**config.mk**
```make
export PLATFORM = sky130hd
export DESIGN_NAME = btn_debounce
export DESIGN_NICKNAME = d
export VERILOG_FILES = /design/src/rtl/btn_pkg.sv /design/src/rtl/btn_debounce_ch.sv /design/src/rtl/btn_debounce.sv
export SDC_FILE = /design/constraint.sdc
export NUM_CORES = 1
export LEC_CHECK = 0
export ABC_AREA = 0
export BUFFER_PORTS_ARGS = -buffer_cell sky130_fd_sc_hd__buf_4
export CORE_MARGIN = 10
export CORE_UTILIZATION = 41
export CTS_BUF_LIST = sky130_fd_sc_hd__clkbuf_4 sky130_fd_sc_hd__clkbuf_8
export CTS_CLUSTER_SIZE = 10
export DETAILED_ROUTE_END_ITERATION = 8
export PLACE_DENSITY = 0.7
export SETUP_SLACK_MARGIN = 0.15
export SLEW_MARGIN = 20
export SYNTH_ARGS = -nofsm -noshare
export SYNTH_HDL_FRONTEND = slang
export SYNTH_SLANG_ARGS = --single-unit
```
**constraint.sdc**
```tcl
create_clock -name clk -period 1.51 [get_ports clk]
set_input_delay 0.151 -clock clk [delete_from_list [all_inputs] [get_ports clk]]
set_output_delay 0.151 -clock clk [all_outputs]
set_load 0.02 [all_outputs]
```
**src/rtl/btn_pkg.sv**
```systemverilog
// Shared button constants: channel indices and the default debounce depth.
package btn_pkg;

   localparam int RIGHT  = 0;
   localparam int LEFT   = 1;
   localparam int UP     = 2;
   localparam int DOWN   = 3;
   localparam int A      = 4;
   localparam int B      = 5;
   localparam int SELECT = 6;
   localparam int START  = 7;

   localparam int STABLE_CNT_DEF = 4;

endpackage

```
**src/rtl/btn_debounce_ch.sv**
```systemverilog
// One debounce channel: input synchronizer, agreement counter, level and events.
// Event pulses exist only when BTN_EVENT_PULSE_EN is defined; otherwise tied to 0.
module btn_debounce_ch
   import btn_pkg::*;
#(
   parameter int STABLE_CNT = STABLE_CNT_DEF,
   parameter int CNT_WIDTH  = 4
) (
   input  logic clk,
   input  logic rst,
   input  logic strobe,
   input  logic raw,
   output logic level,
   output logic press,
   output logic drop
);

   localparam logic [CNT_WIDTH-1:0] LAST = CNT_WIDTH'(STABLE_CNT - 1);

   logic [1:0]           sync;
   logic [CNT_WIDTH-1:0] cnt;
   logic                 differ;
   logic                 accept;

   assign differ = sync[1] != level;
   assign accept = strobe && differ && (cnt == LAST);

   always_ff @(posedge clk) begin
      if (rst) begin
         sync  <= '0;
         cnt   <= '0;
         level <= 1'b0;
      end else begin
         sync <= {sync[0], raw};
         if (strobe) begin
            if (!differ) begin
               cnt <= '0;
            end else if (cnt == LAST) begin
               cnt   <= '0;
               level <= ~level;
            end else begin
               cnt <= cnt + 1'b1;
            end
         end
      end
   end

`ifdef BTN_EVENT_PULSE_EN
   // Pulses are registered so they line up with the level change.
   always_ff @(posedge clk) begin
      if (rst) begin
         press <= 1'b0;
         drop  <= 1'b0;
      end else begin
         press <= accept & ~level;
         drop  <= accept & level;
      end
   end
`else
   logic unused_accept;
   assign unused_accept = accept;
   assign press = 1'b0;
   assign drop  = 1'b0;
`endif

endmodule

```
**src/rtl/btn_debounce.sv**
```systemverilog
// Multi-channel button debouncer sampled by a shared strobe from a slow tick.
// Press/release pulses are enabled by defining BTN_EVENT_PULSE_EN.
module btn_debounce
   import btn_pkg::*;
#(
   parameter int N_BTN      = 8,
   parameter int STABLE_CNT = STABLE_CNT_DEF,
   parameter int CNT_WIDTH  = 4
) (
   input  logic             clk,
   input  logic             rst,
   input  logic             tick,
   input  logic [N_BTN-1:0] btn_raw,
   output logic [N_BTN-1:0] btn_state,
   output logic [N_BTN-1:0] btn_press,
   output logic [N_BTN-1:0] btn_release
);

   // [1:0] synchronize tick, [2] holds the previous synchronized value.
   // Reset to all ones so a tick already high at release is not an edge.
   logic [2:0] tsync;
   logic       strobe;

   always_ff @(posedge clk) begin
      if (rst) begin
         tsync  <= 3'b111;
         strobe <= 1'b0;
      end else begin
         tsync  <= {tsync[1:0], tick};
         strobe <= tsync[1] & ~tsync[2];
      end
   end

   for (genvar i = 0; i < N_BTN; i++) begin : g_ch
      btn_debounce_ch #(
         .STABLE_CNT (STABLE_CNT),
         .CNT_WIDTH  (CNT_WIDTH)
      ) u_ch (
         .clk    (clk),
         .rst    (rst),
         .strobe (strobe),
         .raw    (btn_raw[i]),
         .level  (btn_state[i]),
         .press  (btn_press[i]),
         .drop   (btn_release[i])
      );
   end

endmodule

```
# Word-level counts from Yosys, hierarchy flattened
# Index checks and enable logic that the tools add are counted.
# W data, S select, Z words.
[word_totals] ff_bits=60 in_bits=11 output_inout_bits=24 word_cells=84
[op_classes] addsub=8 eq_ne=16 mux=16 bitwise=10 reduce_logical=8
[op_table] cell="$mux W4" n=16
[op_table] cell="$add A4 B1 Y4 const B" n=8
[op_table] cell="$eq A4 B2 Y1 const B" n=8
[op_table] cell="$reduce_and A3 Y1" n=8
[op_table] cell="$not A1 Y1" n=9
[op_table] cell="$ne A1 B1 Y1" n=8
[op_table] cell="$and A1 B1 Y1" n=1

# Longest topological paths before layout
[depth] depth_word=3 mapped_depth=4 ltp_nobuf=4

# Cells and area by module
# A second synthesis with hierarchy kept.
[hier_totals] cells_unflattened=296 area_unflattened_um2=2798.9
[modules_own_cells] mod="btn_debounce_ch" n_inst=8 cells_per_inst=36 area_each_um2=336.6 seq_area_each_um2=140.1
[modules_own_cells] mod="btn_debounce" n_inst=1 cells_per_inst=8 area_each_um2=106.4 seq_area_each_um2=80.1

# Worst setup path after synthesis
# No wires, ideal clock.
[synth_timing] path_type="register to register" from="reg g_ch[5].u_ch.cnt[0]" to="reg g_ch[5].u_ch.cnt[0]" setup_ns=0.120 t_arrival_ns=1.074 t_required_ns=1.390 setup_slack_ns=0.317 stages_incl_launch_ff=5 path_buffers=0 synth_period_minus_slack_ns=1.193 path_cell_list="dfxtp_1 > ha_1 > or3b_2 > nand4b_1 > a21oi_1"
[synth_via] elab_chain_len=3 elab_cells_between_ends=4 cone_classes="add/sub: 1; eq/ne: 1; mux: 2"
[synth_rtl] item="from (decl)" line="btn_debounce_ch.sv:21" text="logic [CNT_WIDTH-1:0] cnt;"
[synth_rtl] item="from (signal assigned)" line="btn_debounce_ch.sv:42" text="cnt <= cnt + 1'b1;"
[synth_rtl] item="$add A4 B1 Y4 / $eq A4 B2 Y1 (equally long branches)"
[synth_rtl] item="$mux W4 (*)" line="btn_debounce_ch.sv:38" text="end else if (cnt == LAST) begin"
[synth_rtl] item="$mux W4 (*)" line="btn_debounce_ch.sv:36" text="if (!differ) begin"
# Every way passes the cells marked *; elsewhere a longest branch is shown, timed or not.
# A chain may end at the register's enable or synchronous reset.

# Final worst setup path
[layout_timing] from="reg g_ch[1].u_ch.cnt[0]" to="reg g_ch[1].u_ch.cnt[2]"
[layout_via] elab_chain_len=3 elab_cells_between_ends=4 cone_classes="add/sub: 1; eq/ne: 1; mux: 2"
[layout_rtl] item="from (decl)" line="btn_debounce_ch.sv:21"
[layout_rtl] item="from (signal assigned)" line="btn_debounce_ch.sv:42"
[layout_rtl] item="$add A4 B1 Y4 / $eq A4 B2 Y1 (equally long branches)"
[layout_rtl] item="$mux W4 (*)" line="btn_debounce_ch.sv:38"
[layout_rtl] item="$mux W4 (*)" line="btn_debounce_ch.sv:36"
# Marks and branches as above.

==> flow_metrics.env <==
export IMPL_status="finished clean"
export IMPL_power_total_mw=3.151
export IMPL_drive_above_1_share_pct=16.72
export IMPL_clock_latency_ns=0.34
export IMPL_drt_iter0_markers=56
export IMPL_cts_sinks=60
export IMPL_io_buffers=18
export IMPL_hold_violations=0
export IMPL_die_h_um=102.1
export IMPL_yosys_warnings=0
export IMPL_final_common_cell="dfxtp_1"
export IMPL_post_dp_hpwl_mm=2.889
export IMPL_synth_compound_area_share_pct=10.72
export IMPL_layout_cells_non_filler=382
export IMPL_fin_worst_skew_ns=0.008015
export IMPL_yosys_area_top_type_share_pct=43.42
export IMPL_fp_row_count=29
export IMPL_worstPathCellList="ha_1, inv_1, or4_1, o32ai_1"
export IMPL_hold_path_class="in2reg"
export IMPL_cts_buffers=9
export IMPL_grt_pass1_wl_mm=7.500
export IMPL_synth_xor_area_share_pct=4.432
export IMPL_p_leak_nw=1.158
export IMPL_wl_per_cell_um=11.55
export IMPL_core_area_um2=6459
export IMPL_netlist_top_cells_area="dfxtp_1, buf_4, nor2b_1"
export IMPL_wl_mm=4.413
export IMPL_required_ns=1.76
export IMPL_ys_ff_latch=60
export IMPL_synthMuxAreaShare_pct=3.618
export IMPL_power_density_nw_per_um2=1026
export IMPL_worstPathArrival_ns=1.53
export IMPL_synth_seq_area_share_pct=43.42
export IMPL_post_cts_buffers=0
export IMPL_fin_nets=320
export IMPL_critical_path_top_delay_family="simple AND/OR/NAND/NOR gates"
export IMPL_syn_to_final_growth_pct=11.04
export IMPL_root_buffer="clkbuf_8"
export IMPL_worstMarginPinSlew_ns=0.5264
export IMPL_h_tree_depth=3
export IMPL_dr_pass1_iters=4
export IMPL_crit_path_max_incr_delay_ns=0.47
export IMPL_vdd_drop_max_mv=0.7146
export IMPL_drc=0
export IMPL_setup_viol=0
export IMPL_synthAdderAreaFrac_pct=3.618
export IMPL_vias_per_cell=4.950
export IMPL_rsz0062_at_grt="no"
export IMPL_cp_max_fo=4
export IMPL_cts_tree="built"
export IMPL_grt_max_degree=57
export IMPL_crit_path_end_kind="register"
export IMPL_crit_path_start_kind="register"
export IMPL_synth_distinct_cells=36
export IMPL_track_usage_pct=9.053
export IMPL_critical_path_class="reg2reg"
export IMPL_cap_violations=0
export IMPL_finalWorstSetupSlack_ns=0.2294
export IMPL_cp_slowest_cell="or4_1"
export IMPL_ios=35
export IMPL_globalplace_congestion=0.7325
export IMPL_cts_clk_slew_worst_paths_ns=0.06
export IMPL_synth_area_um2=2766
export IMPL_preCtsSetupSlack_ns=0.2191
export IMPL_yosys_area_share_simple_pct=23.25
export IMPL_period_share_pct=84.81
export IMPL_tns_ns=0
export IMPL_diodes=0
export IMPL_syn_area_per_cell_um2=9.639
export IMPL_die_x_um=102.1
export IMPL_clk_path_buf_depth=2
export IMPL_slew_viol_final=0
export IMPL_die_area_um2=10430
export IMPL_ant_nets=0
export IMPL_synth_top_cell_by_area="dfxtp_1"
export IMPL_synth_top_family_by_area="simple AND/OR/NAND/NOR gates"
export IMPL_mostFrequentLayoutCells="dfxtp_1, nor2b_1, buf_4, conb_1"
export IMPL_gr_total_overflow=0
export IMPL_place_inst=365
export IMPL_dr_total_vias=1891
export IMPL_netlist_instances=287
export IMPL_antenna_found_initial=0
export IMPL_slew_headroom_pct=64.91
export IMPL_initial_core_util_pct=42.83
export IMPL_grt_pass1_vias=1768
export IMPL_final_min_clock_period_ns=1.281
export IMPL_crit_buf_inv=1
export IMPL_timing_fmax_ghz=0.7809
[area by class of cell]
type / count / area, µm²
Fill cell: 612 / 3387
Sequential cell: 60 / 1205
Timing Repair Buffer: 24 / 197.7
Tap cell: 77 / 96.34
Multi-Input combinational cell: 192 / 1330
Clock buffer: 10 / 137.6
Inverter: 14 / 52.55
Clock inverter: 5 / 52.55
[report_power, final]
| group | leakage, nW | switching [mW] | internal (mW) |
|---|---|---|---|
| Sequential | 0.489 | 0.0106 | 1.61 |
| Combinational | 0.571 | 0.0880 | 0.0498 |
| Clock | 0.0979 | 0.607 | 0.787 |
| Total | 1.16 | 0.706 | 2.45 |
[state kept, by name, summed over array words and instances (netlist names)]
signal           cells
g_ch.u_ch.cnt       32
g_ch.u_ch.level      8
g_ch.u_ch.sync      16
strobe               1
tsync                3
[path summary, 6_finish.rpt]
check	start	endpoint	slack, ns	cells after the start
max	g_ch[1].u_ch.cnt[0]	g_ch[1].u_ch.cnt[2]	0.23	4
min	btn_raw[0]	g_ch[0].u_ch.sync[0]	0.02	2
max reg2reg	g_ch[1].u_ch.cnt[0]	g_ch[1].u_ch.cnt[2]	0.23	4
min reg2reg	tsync[2]	strobe	0.40	1
[what timing repair did]
action,in CTS,in global routing
resized for setup,0,3
endpoints found under the hold margin,2,0
hold buffers,2,0
endpoints found under the setup margin,0,2
[kinds of logic (layout without fill, tap and decap cells)]
logic type,Yosys count,in the layout
and+or+nand+nor,101,101
xor gates and xnor gates,14,14
adders and majority gates,8,8
muxes,10,10
buffers and inverters,50,53
AOI/OAI and AO/OA,43,43
other,1,16
DFF,60,60
[routing by layer]
| layer | GRT usage, % | up-vias | part of all wire [%] |
|---|---|---|---|
| met5 | 0 | - | 0 |
| met4 | 6.508 | 0 | 2.4 |
| met3 | 3.779 | 9 | 5.0 |
| met2 | 13.78 | 28 | 44 |
| met1 | 10.04 | 864 | 49 |
| li1 | - | 990 | - |
[worst register-to-register path, stage by stage (launching register included)]
cell and delay [ns]:
dfxtp_1 0.37, ha_1 0.17, inv_1 0.06, or4_1 0.47
o32ai_1 0.11
[synth_stat cells, drive strengths merged]
master   count
a21o         2
nor2b       23
o21ai        2
a31oi        2
a21oi       14
nand4bb      2
nor2        12
xor2        10
xnor2        4
nand4        2
o32ai        8
nand4b       1
nor4bb       2
nor3         4
dfxtp       60
inv         14
o311ai       5
mux2i       10
nand2        6
nand2b      14
ha           8
or3          4
conb         1
or4          4
and4bb       8
nor3b        1
nand3       14
clkbuf       2
or2          3
a21boi      10
buf         34
or3b         1
[through the flow]
step	utilization, %	hold slack (ns)	area (µm²)
after floorplan	-	0.2548	2823
after global placement	44.15	0.3371	2851
after detailed placement	44.15	0.3425	2851
after CTS	47.40	0.01179	3062
after global routing	47.56	0.01998	3072
final	47.56	0.02093	3072
Power figures use the tool's default switching activity.
